### config.mk
export PLATFORM = sky130hd
export DESIGN_NAME = pong_engine
export DESIGN_NICKNAME = d
export VERILOG_FILES = /design/src/rtl/pong_params.sv /design/src/rtl/paddle_ctrl.sv /design/src/rtl/pong_engine.sv
export SDC_FILE = /design/constraint.sdc
export NUM_CORES = 1
export LEC_CHECK = 0
export BUFFER_PORTS_ARGS = -buffer_cell sky130_fd_sc_hd__clkbuf_2
export CAP_MARGIN = 5
export CORE_UTILIZATION = 60
export CTS_CLUSTER_DIAMETER = 80
export DETAILED_ROUTE_END_ITERATION = 8
export HOLD_SLACK_MARGIN = 0.12
export PLACE_DENSITY = 0.82
export SLEW_MARGIN = 10
export SYNTH_ARGS = -nofsm -noshare
export SYNTH_HDL_FRONTEND = slang
export SYNTH_SLANG_ARGS = --single-unit
export TNS_END_PERCENT = 30
### constraint.sdc
create_clock -name clk -period 5.8 [get_ports clk]
set_input_delay 0.58 -clock clk [delete_from_list [all_inputs] [get_ports clk]]
set_output_delay 0.58 -clock clk [all_outputs]
set_load 0.02 [all_outputs]
### src/rtl/pong_params.sv
// Shared Pong geometry and FSM encoding, used by the engine and by graphics.
package pong_params;

  localparam int CANVAS_TOP    = 50;
  localparam int CANVAS_BOTTOM = 450;
  localparam int CANVAS_LEFT   = 50;
  localparam int CANVAS_RIGHT  = 600;
  localparam int BALL_SIZE     = 10;
  localparam int PADDLE_OFFSET = 20;
  localparam int PADDLE_HEIGHT = 50;
  localparam int PADDLE_WIDTH  = 10;
  localparam int PADDLE_STEP   = 4;
  localparam int BALL_SPEED    = 2;
  localparam int WIN_SCORE     = 9;
  localparam int HOLD_FRAMES   = 60;

  typedef enum logic [1:0] {
    ST_IDLE,
    ST_PLAY,
    ST_SCORED,
    ST_GAME_OVER
  } state_t;

endpackage

### src/rtl/paddle_ctrl.sv
// One paddle: steps up/down on enabled frames, clamped to its travel range.
module paddle_ctrl #(
  parameter int POS_MIN = 51,
  parameter int POS_MAX = 400,
  parameter int STEP    = 4,
  parameter int HOME    = 225
) (
  input  logic       clk,
  input  logic       reset,
  input  logic       step_en,
  input  logic       load,
  input  logic       up,
  input  logic       down,
  output logic [9:0] pos
);

  localparam logic [10:0] MIN11  = 11'(POS_MIN);
  localparam logic [10:0] MAX11  = 11'(POS_MAX);
  localparam logic [10:0] STEP11 = 11'(STEP);

  logic [10:0] pos11;
  assign pos11 = {1'b0, pos};

  // Pressing both buttons cancels out, so only exclusive presses move.
  always_ff @(posedge clk) begin
    if (reset || load)
      pos <= 10'(HOME);
    else if (step_en && up && !down)
      pos <= (pos11 < MIN11 + STEP11) ? 10'(POS_MIN) : 10'(pos11 - STEP11);
    else if (step_en && down && !up)
      pos <= (pos11 + STEP11 > MAX11) ? 10'(POS_MAX) : 10'(pos11 + STEP11);
  end

endmodule

### src/rtl/pong_engine.sv
// Pong game engine: ball motion, collisions, scoring and game FSM, advanced once per frame_tick.
module pong_engine #(
  parameter int CANVAS_TOP    = pong_params::CANVAS_TOP,
  parameter int CANVAS_BOTTOM = pong_params::CANVAS_BOTTOM,
  parameter int CANVAS_LEFT   = pong_params::CANVAS_LEFT,
  parameter int CANVAS_RIGHT  = pong_params::CANVAS_RIGHT,
  parameter int BALL_SIZE     = pong_params::BALL_SIZE,
  parameter int PADDLE_OFFSET = pong_params::PADDLE_OFFSET,
  parameter int PADDLE_HEIGHT = pong_params::PADDLE_HEIGHT,
  parameter int PADDLE_WIDTH  = pong_params::PADDLE_WIDTH,
  parameter int PADDLE_STEP   = pong_params::PADDLE_STEP,
  parameter int BALL_SPEED    = pong_params::BALL_SPEED,
  parameter int WIN_SCORE     = pong_params::WIN_SCORE,
  parameter int HOLD_FRAMES   = pong_params::HOLD_FRAMES
) (
  input  logic       clk,
  input  logic       reset,
  input  logic       frame_tick,
  input  logic       btn_lu,
  input  logic       btn_ld,
  input  logic       btn_ru,
  input  logic       btn_rd,
  input  logic       serve,
  output logic [9:0] ball_pos_x,
  output logic [9:0] ball_pos_y,
  output logic [9:0] paddle_left_pos,
  output logic [9:0] paddle_right_pos,
  output logic [3:0] score_left,
  output logic [3:0] score_right,
  output logic       game_over
);
  import pong_params::*;

  localparam int HOLD_W    = $clog2(HOLD_FRAMES);
  localparam int PADDLE_Y0 = (CANVAS_TOP + CANVAS_BOTTOM) / 2 - PADDLE_HEIGHT / 2;

  localparam logic [9:0]  BALL_X0 = 10'((CANVAS_LEFT + CANVAS_RIGHT) / 2 - BALL_SIZE / 2);
  localparam logic [9:0]  BALL_Y0 = 10'((CANVAS_TOP + CANVAS_BOTTOM) / 2 - BALL_SIZE / 2);
  localparam logic [10:0] TOP_MIN = 11'(CANVAS_TOP + 1);
  localparam logic [10:0] BOTTOM  = 11'(CANVAS_BOTTOM);
  localparam logic [10:0] LEFT    = 11'(CANVAS_LEFT);
  localparam logic [10:0] RIGHT   = 11'(CANVAS_RIGHT);
  localparam logic [10:0] SZ      = 11'(BALL_SIZE);
  localparam logic [10:0] SPD     = 11'(BALL_SPEED);
  localparam logic [10:0] PH      = 11'(PADDLE_HEIGHT);
  localparam logic [10:0] L_FACE  = 11'(CANVAS_LEFT + PADDLE_OFFSET + PADDLE_WIDTH);
  localparam logic [10:0] R_FACE  = 11'(CANVAS_RIGHT - PADDLE_OFFSET - PADDLE_WIDTH);
  localparam logic [3:0]  WIN4    = 4'(WIN_SCORE);

  state_t            state, state_n;
  logic [9:0]        ball_x_n, ball_y_n;
  logic              dir_x, dir_x_n;         // 1 = moving right
  logic              dir_y, dir_y_n;         // 1 = moving down
  logic              serve_dir, serve_dir_n; // 1 = serve to the right
  logic [HOLD_W-1:0] hold_cnt, hold_cnt_n;
  logic [3:0]        score_left_n, score_right_n;
  logic              game_over_n;
  logic              paddle_en, paddle_load;

  logic [10:0] x11, y11, pl11, pr11;
  logic        overlap_l, overlap_r;

  assign x11  = {1'b0, ball_pos_x};
  assign y11  = {1'b0, ball_pos_y};
  assign pl11 = {1'b0, paddle_left_pos};
  assign pr11 = {1'b0, paddle_right_pos};

  assign overlap_l = (y11 + SZ > pl11) && (y11 < pl11 + PH);
  assign overlap_r = (y11 + SZ > pr11) && (y11 < pr11 + PH);

  assign paddle_en   = frame_tick && (state != ST_GAME_OVER);
  assign paddle_load = frame_tick && (state == ST_GAME_OVER) && serve;

  paddle_ctrl #(
    .POS_MIN(CANVAS_TOP + 1), .POS_MAX(CANVAS_BOTTOM - PADDLE_HEIGHT),
    .STEP(PADDLE_STEP), .HOME(PADDLE_Y0)
  ) u_paddle_left (
    .clk(clk), .reset(reset), .step_en(paddle_en), .load(paddle_load),
    .up(btn_lu), .down(btn_ld), .pos(paddle_left_pos)
  );

  paddle_ctrl #(
    .POS_MIN(CANVAS_TOP + 1), .POS_MAX(CANVAS_BOTTOM - PADDLE_HEIGHT),
    .STEP(PADDLE_STEP), .HOME(PADDLE_Y0)
  ) u_paddle_right (
    .clk(clk), .reset(reset), .step_en(paddle_en), .load(paddle_load),
    .up(btn_ru), .down(btn_rd), .pos(paddle_right_pos)
  );

  // NOTE: state registers use non-blocking assignments so every flop samples pre-edge values.
  always_ff @(posedge clk) begin
    if (reset) begin
      state       <= ST_IDLE;
      ball_pos_x  <= BALL_X0;
      ball_pos_y  <= BALL_Y0;
      dir_x       <= 1'b1;
      dir_y       <= 1'b1;
      serve_dir   <= 1'b1;
      hold_cnt    <= '0;
      score_left  <= '0;
      score_right <= '0;
      game_over   <= 1'b0;
    end else begin
      state       <= state_n;
      ball_pos_x  <= ball_x_n;
      ball_pos_y  <= ball_y_n;
      dir_x       <= dir_x_n;
      dir_y       <= dir_y_n;
      serve_dir   <= serve_dir_n;
      hold_cnt    <= hold_cnt_n;
      score_left  <= score_left_n;
      score_right <= score_right_n;
      game_over   <= game_over_n;
    end
  end

  always_comb begin
    // NOTE: every output is defaulted to its held value first so no path infers a latch.
    state_n       = state;
    ball_x_n      = ball_pos_x;
    ball_y_n      = ball_pos_y;
    dir_x_n       = dir_x;
    dir_y_n       = dir_y;
    serve_dir_n   = serve_dir;
    hold_cnt_n    = hold_cnt;
    score_left_n  = score_left;
    score_right_n = score_right;
    game_over_n   = game_over;

    if (frame_tick) begin
      unique case (state)
        ST_IDLE: begin
          ball_x_n = BALL_X0;
          ball_y_n = BALL_Y0;
          if (serve) begin
            state_n = ST_PLAY;
            dir_x_n = serve_dir;
            dir_y_n = 1'b1;
          end
        end

        ST_PLAY: begin
          if (!dir_y) begin
            if (y11 < TOP_MIN + SPD) begin
              ball_y_n = 10'(TOP_MIN);
              dir_y_n  = 1'b1;
            end else ball_y_n = 10'(y11 - SPD);
          end else begin
            if (y11 + SPD + SZ > BOTTOM) begin
              ball_y_n = 10'(BOTTOM - SZ);
              dir_y_n  = 1'b0;
            end else ball_y_n = 10'(y11 + SPD);
          end

          // A paddle hit is checked before the miss so it always wins.
          if (!dir_x && x11 >= L_FACE && x11 < L_FACE + SPD && overlap_l) begin
            ball_x_n = 10'(L_FACE);
            dir_x_n  = 1'b1;
          end else if (dir_x && x11 + SZ <= R_FACE && x11 + SPD + SZ > R_FACE && overlap_r) begin
            ball_x_n = 10'(R_FACE - SZ);
            dir_x_n  = 1'b0;
          end else if ((!dir_x && x11 <= LEFT + SPD) || (dir_x && x11 + SPD + SZ >= RIGHT)) begin
            ball_x_n    = BALL_X0;
            ball_y_n    = BALL_Y0;
            serve_dir_n = dir_x;  // the player who conceded receives the serve
            hold_cnt_n  = '0;
            if (dir_x) begin
              if (score_left < WIN4) score_left_n = score_left + 4'd1;
            end else begin
              if (score_right < WIN4) score_right_n = score_right + 4'd1;
            end
            if (score_left_n == WIN4 || score_right_n == WIN4) begin
              state_n     = ST_GAME_OVER;
              game_over_n = 1'b1;
            end else state_n = ST_SCORED;
          end else begin
            ball_x_n = dir_x ? 10'(x11 + SPD) : 10'(x11 - SPD);
          end
        end

        ST_SCORED: begin
          if (hold_cnt == HOLD_W'(HOLD_FRAMES - 1)) begin
            hold_cnt_n = '0;
            state_n    = ST_IDLE;
          end else hold_cnt_n = hold_cnt + 1'b1;
        end

        ST_GAME_OVER: begin
          if (serve) begin
            score_left_n  = '0;
            score_right_n = '0;
            ball_x_n      = BALL_X0;
            ball_y_n      = BALL_Y0;
            game_over_n   = 1'b0;
            state_n       = ST_IDLE;
          end
        end

        default: state_n = ST_IDLE;
      endcase
    end
  end

endmodule

==> results.sh <==
export IMPL_path_max_fanout=18
export IMPL_regToRegStartpoint="ball_pos_y[2]$_SDFFE_PP1P_"
export IMPL_grt_max_degree=27
export IMPL_cts_sinks=59
export IMPL_htree_levels=3
export IMPL_stdcell_count=1038
export IMPL_antenna_cells=0
export IMPL_worstReg2RegEnd="ball_pos_y[6]$_SDFFE_PP1P_"
export IMPL_async_flop_share_pct=0
export IMPL_synth_top_area_share_pct=18.5
export IMPL_hold_class="flip-flop to flip-flop"
export IMPL_syn_avg_cell_area_um2=7.17
export IMPL_dp_slack_ps=1670
export IMPL_synth_area_top_cells="dfxtp_1 19%, ha_1 12%, xnor2_1 5.2%"
export IMPL_synth_edff_count=0
export IMPL_crit_start="ball_pos_y[2]$_SDFFE_PP1P_"
export IMPL_p_clk_share_pct=38.6
export IMPL_routedWlPerCell_um=17.1
export IMPL_layout_common_cells="87 x nand2_1, 78 x nor2_1, 59 x ha_1, 59 x dfxtp_1, 57 x a21oi_1"
export IMPL_cp_start_kind="flip-flop"
export IMPL_die_y_um=105
export IMPL_dieArea_um2=11000
export IMPL_grt_pass1_vias=6061
export IMPL_grt_pass1_wl_um=29600
export IMPL_final_setup_tns_ps=0
export IMPL_cts_inserted_buffers=9
export IMPL_reg2reg_slack_ps=1550
export IMPL_die_x_um=105
export IMPL_p_leak_nw=2.64
export IMPL_cp_data_arrival_time_ps=4500
export IMPL_first_pass_iters=6
export IMPL_start_util_pct=61.7
export IMPL_clock_latency_ps=360
export IMPL_status="complete, no violations"
export IMPL_synth_flop_cell="dfxtp_1"
export IMPL_p_sw_mw=0.371
export IMPL_max_freq_mhz=235
export IMPL_area_delta_synth_final_pct=6.74
export IMPL_grt_ovfl_total=0
export IMPL_drc=0
export IMPL_min_period_ps=4250
export IMPL_wl_um=17700
export IMPL_cp_required_ps=6050
export IMPL_num_rows=37
export IMPL_drive_gt1_share_pct=9.98
export IMPL_cp_end_kind="flip-flop"
export IMPL_syn_inst=888
export IMPL_design_core_area_um2=10300
export IMPL_place_gp_congestion=0.965
export IMPL_final_common_cell="nand2_1"
export IMPL_hold_viol_final=0
export IMPL_worstSetupPathType="flip-flop to flip-flop"
export IMPL_placedCellCount=1022
export IMPL_clockBufferDepth=2
export IMPL_final_nets=964
export IMPL_vias_per_cell=6.56
export IMPL_tritoncts="yes"
export IMPL_synthesis_area_um2=6370
export IMPL_worstSetupEndpoint="ball_pos_y[6]$_SDFFE_PP1P_"
export IMPL_final_core_util_pct=65.8
export IMPL_slew_violations=0
export IMPL_fin_crit_sh_pct=73.3
export IMPL_p_per_area_nw_per_um2=168
export IMPL_hold_buffers=0
export IMPL_seqCellArea_um2=1180
export IMPL_hpwl_um=12900
export IMPL_postRouteAntennaNets=0
export IMPL_postLayoutSetupSlackWorst_ps=1550
export IMPL_tightest_slew_ps=1190
export IMPL_cts_root_buffer="clkbuf_8"
export IMPL_drv_cap=0
export IMPL_synth_seq_area_share_pct=18.5
export IMPL_r2r_worst_path_cells=13
export IMPL_internal_power_mw=0.769
export IMPL_cts_resized=0
export IMPL_antenna_found_initial=0
export IMPL_slew_headroom_pct=19.6
export IMPL_vias=6813
export IMPL_fillers=904
export IMPL_yosys_warnings=0
export IMPL_clock_skew_ps=11.1
export IMPL_cts_setup_buffers=0
export IMPL_grtUsageTotal_pct=32.6
export IMPL_netSwitchingFraction_pct=32.5
export IMPL_synth_top_cell_by_area="dfxtp_1"
export IMPL_irDropWorstVdd_mv=0.125
export IMPL_io_buffers=55
export IMPL_drtIter0Drc=667
export IMPL_clk_pin_slew_ps=70
export IMPL_multi_input_area_um2=4760
export IMPL_ys_types=85
export IMPL_synthesis_nets=955
export IMPL_rsz0062_at_grt="false"
export IMPL_setup_violations=0
export IMPL_io_pins=57
export IMPL_ys_seq_elements=59
export IMPL_hold_slack_ps=473
export IMPL_seq_power_share_pct=39.1
export IMPL_power_frac_comb_pct=22.3
[worst min-delay path by stage]
stage / from / slack (ps) / cells after the start / end
finish: game_over$_SDFFE_PP0P_ / 470 / 1 / game_over$_SDFFE_PP0P_
global route: game_over$_SDFFE_PP0P_ / 510 / 1 / game_over$_SDFFE_PP0P_
CTS: game_over$_SDFFE_PP0P_ / 480 / 1 / game_over$_SDFFE_PP0P_
detailed placement: game_over$_SDFFE_PP0P_ / 460 / 1 / game_over$_SDFFE_PP0P_
global placement: game_over$_SDFFE_PP0P_ / 450 / 1 / game_over$_SDFFE_PP0P_
floorplan: serve_dir$_SDFFE_PP1P_ / 460 / 2 / serve_dir$_SDFFE_PP1P_
[kinds of logic (layout without fill, tap and decap cells)]
| kind of cell | after synthesis | in the layout | share of synthesized area (%) |
|---|---|---|---|
| multiplexers | 6 | 6 | 0.943 |
| flip-flops | 59 | 59 | 18.5 |
| other | 1 | 1 | 0.0589 |
| adder cells (fa/ha/maj) | 59 | 59 | 11.6 |
| AO/OA/AOI/OAI | 267 | 267 | 28.4 |
| XOR/XNOR | 50 | 50 | 7.00 |
| AND/OR/NAND/NOR | 341 | 341 | 26.7 |
| buffers and inverters | 105 | 119 | 6.76 |
[state kept, by name (all words and copies together) (netlist names)]
signal,cells
dir_x,1
u_paddle_right.pos,10
serve_dir,1
ball_pos_x,9
game_over,1
score_right,4
dir_y,1
ball_pos_y,10
hold_cnt,6
state,2
u_paddle_left.pos,10
score_left,4
[worst max-delay path, stage by stage (launching register included)]
cell and delay (ps):
dfxtp_1 660, ha_1 410, o21ai_0 140, xnor2_1 270, ha_1 290, nand4_1 140
nor2_1 70, a31oi_1 170, o221ai_1 130, a21oi_1 180, nor3b_1 360, a22o_1 640
nand2_1 270, o32a_1 400
[power groups by stage]
stage,Combinational (mW),Sequential (mW),Clock [mW]
floorplan,0.202,0.442,0
global placement,0.244,0.454,0
detailed placement,0.247,0.454,0
CTS,0.250,0.444,0.445
global route,0.281,0.448,0.464
finish,0.254,0.445,0.441
[layout make-up]
cell class | count | share of cell area [%]
Tap cell | 136 | 2.50
Timing Repair Buffer | 57 | 4.27
Clock buffer | 10 | 2.03
Inverter | 46 | 2.54
Sequential cell | 59 | 17.4
Multi-Input combinational cell | 724 | 70.0
Clock inverter | 6 | 1.31
[metal layers]
metal	part of all wire, %	vias up	GRT usage (%)	wire length, um
met3	7.7	28	5.30	1370
met5	0	-	0	0
met1	47	3145	46.4	8350
met2	43	318	49.2	7630
met4	2.1	0	11.3	378
li1	-	3322	-	-
[cells in the mapped netlist (6+ instances only)]
master / instances
a211o_1: 8
a211oi_1: 14
a21oi_1: 57
a31oi_1: 17
and2_1: 10
and3_1: 10
buf_2: 8
clkbuf_1: 41
dfxtp_1: 59
ha_1: 59
inv_1: 44
mux2i_1: 6
nand2_1: 87
nand2b_1: 11
nand3_1: 34
nand4_1: 15
nor2_1: 78
nor2b_1: 8
nor3_1: 32
nor4_1: 17
o211ai_1: 12
o21a_1: 11
o21ai_0: 50
o22a_1: 8
o22ai_1: 12
o311ai_0: 7
o31ai_1: 8
or3_1: 8
xnor2_1: 38
xor2_1: 11
[per-stage QoR]
step | instance area, um2 | power (mW)
finish | 6800 | 1.14
detailed placement | 6570 | 0.701
CTS | 6800 | 1.14
floorplan | 6370 | 0.645
global placement | 6570 | 0.698
global route | 6800 | 1.19
No activity file was read; power rests on OpenSTA's default activity.
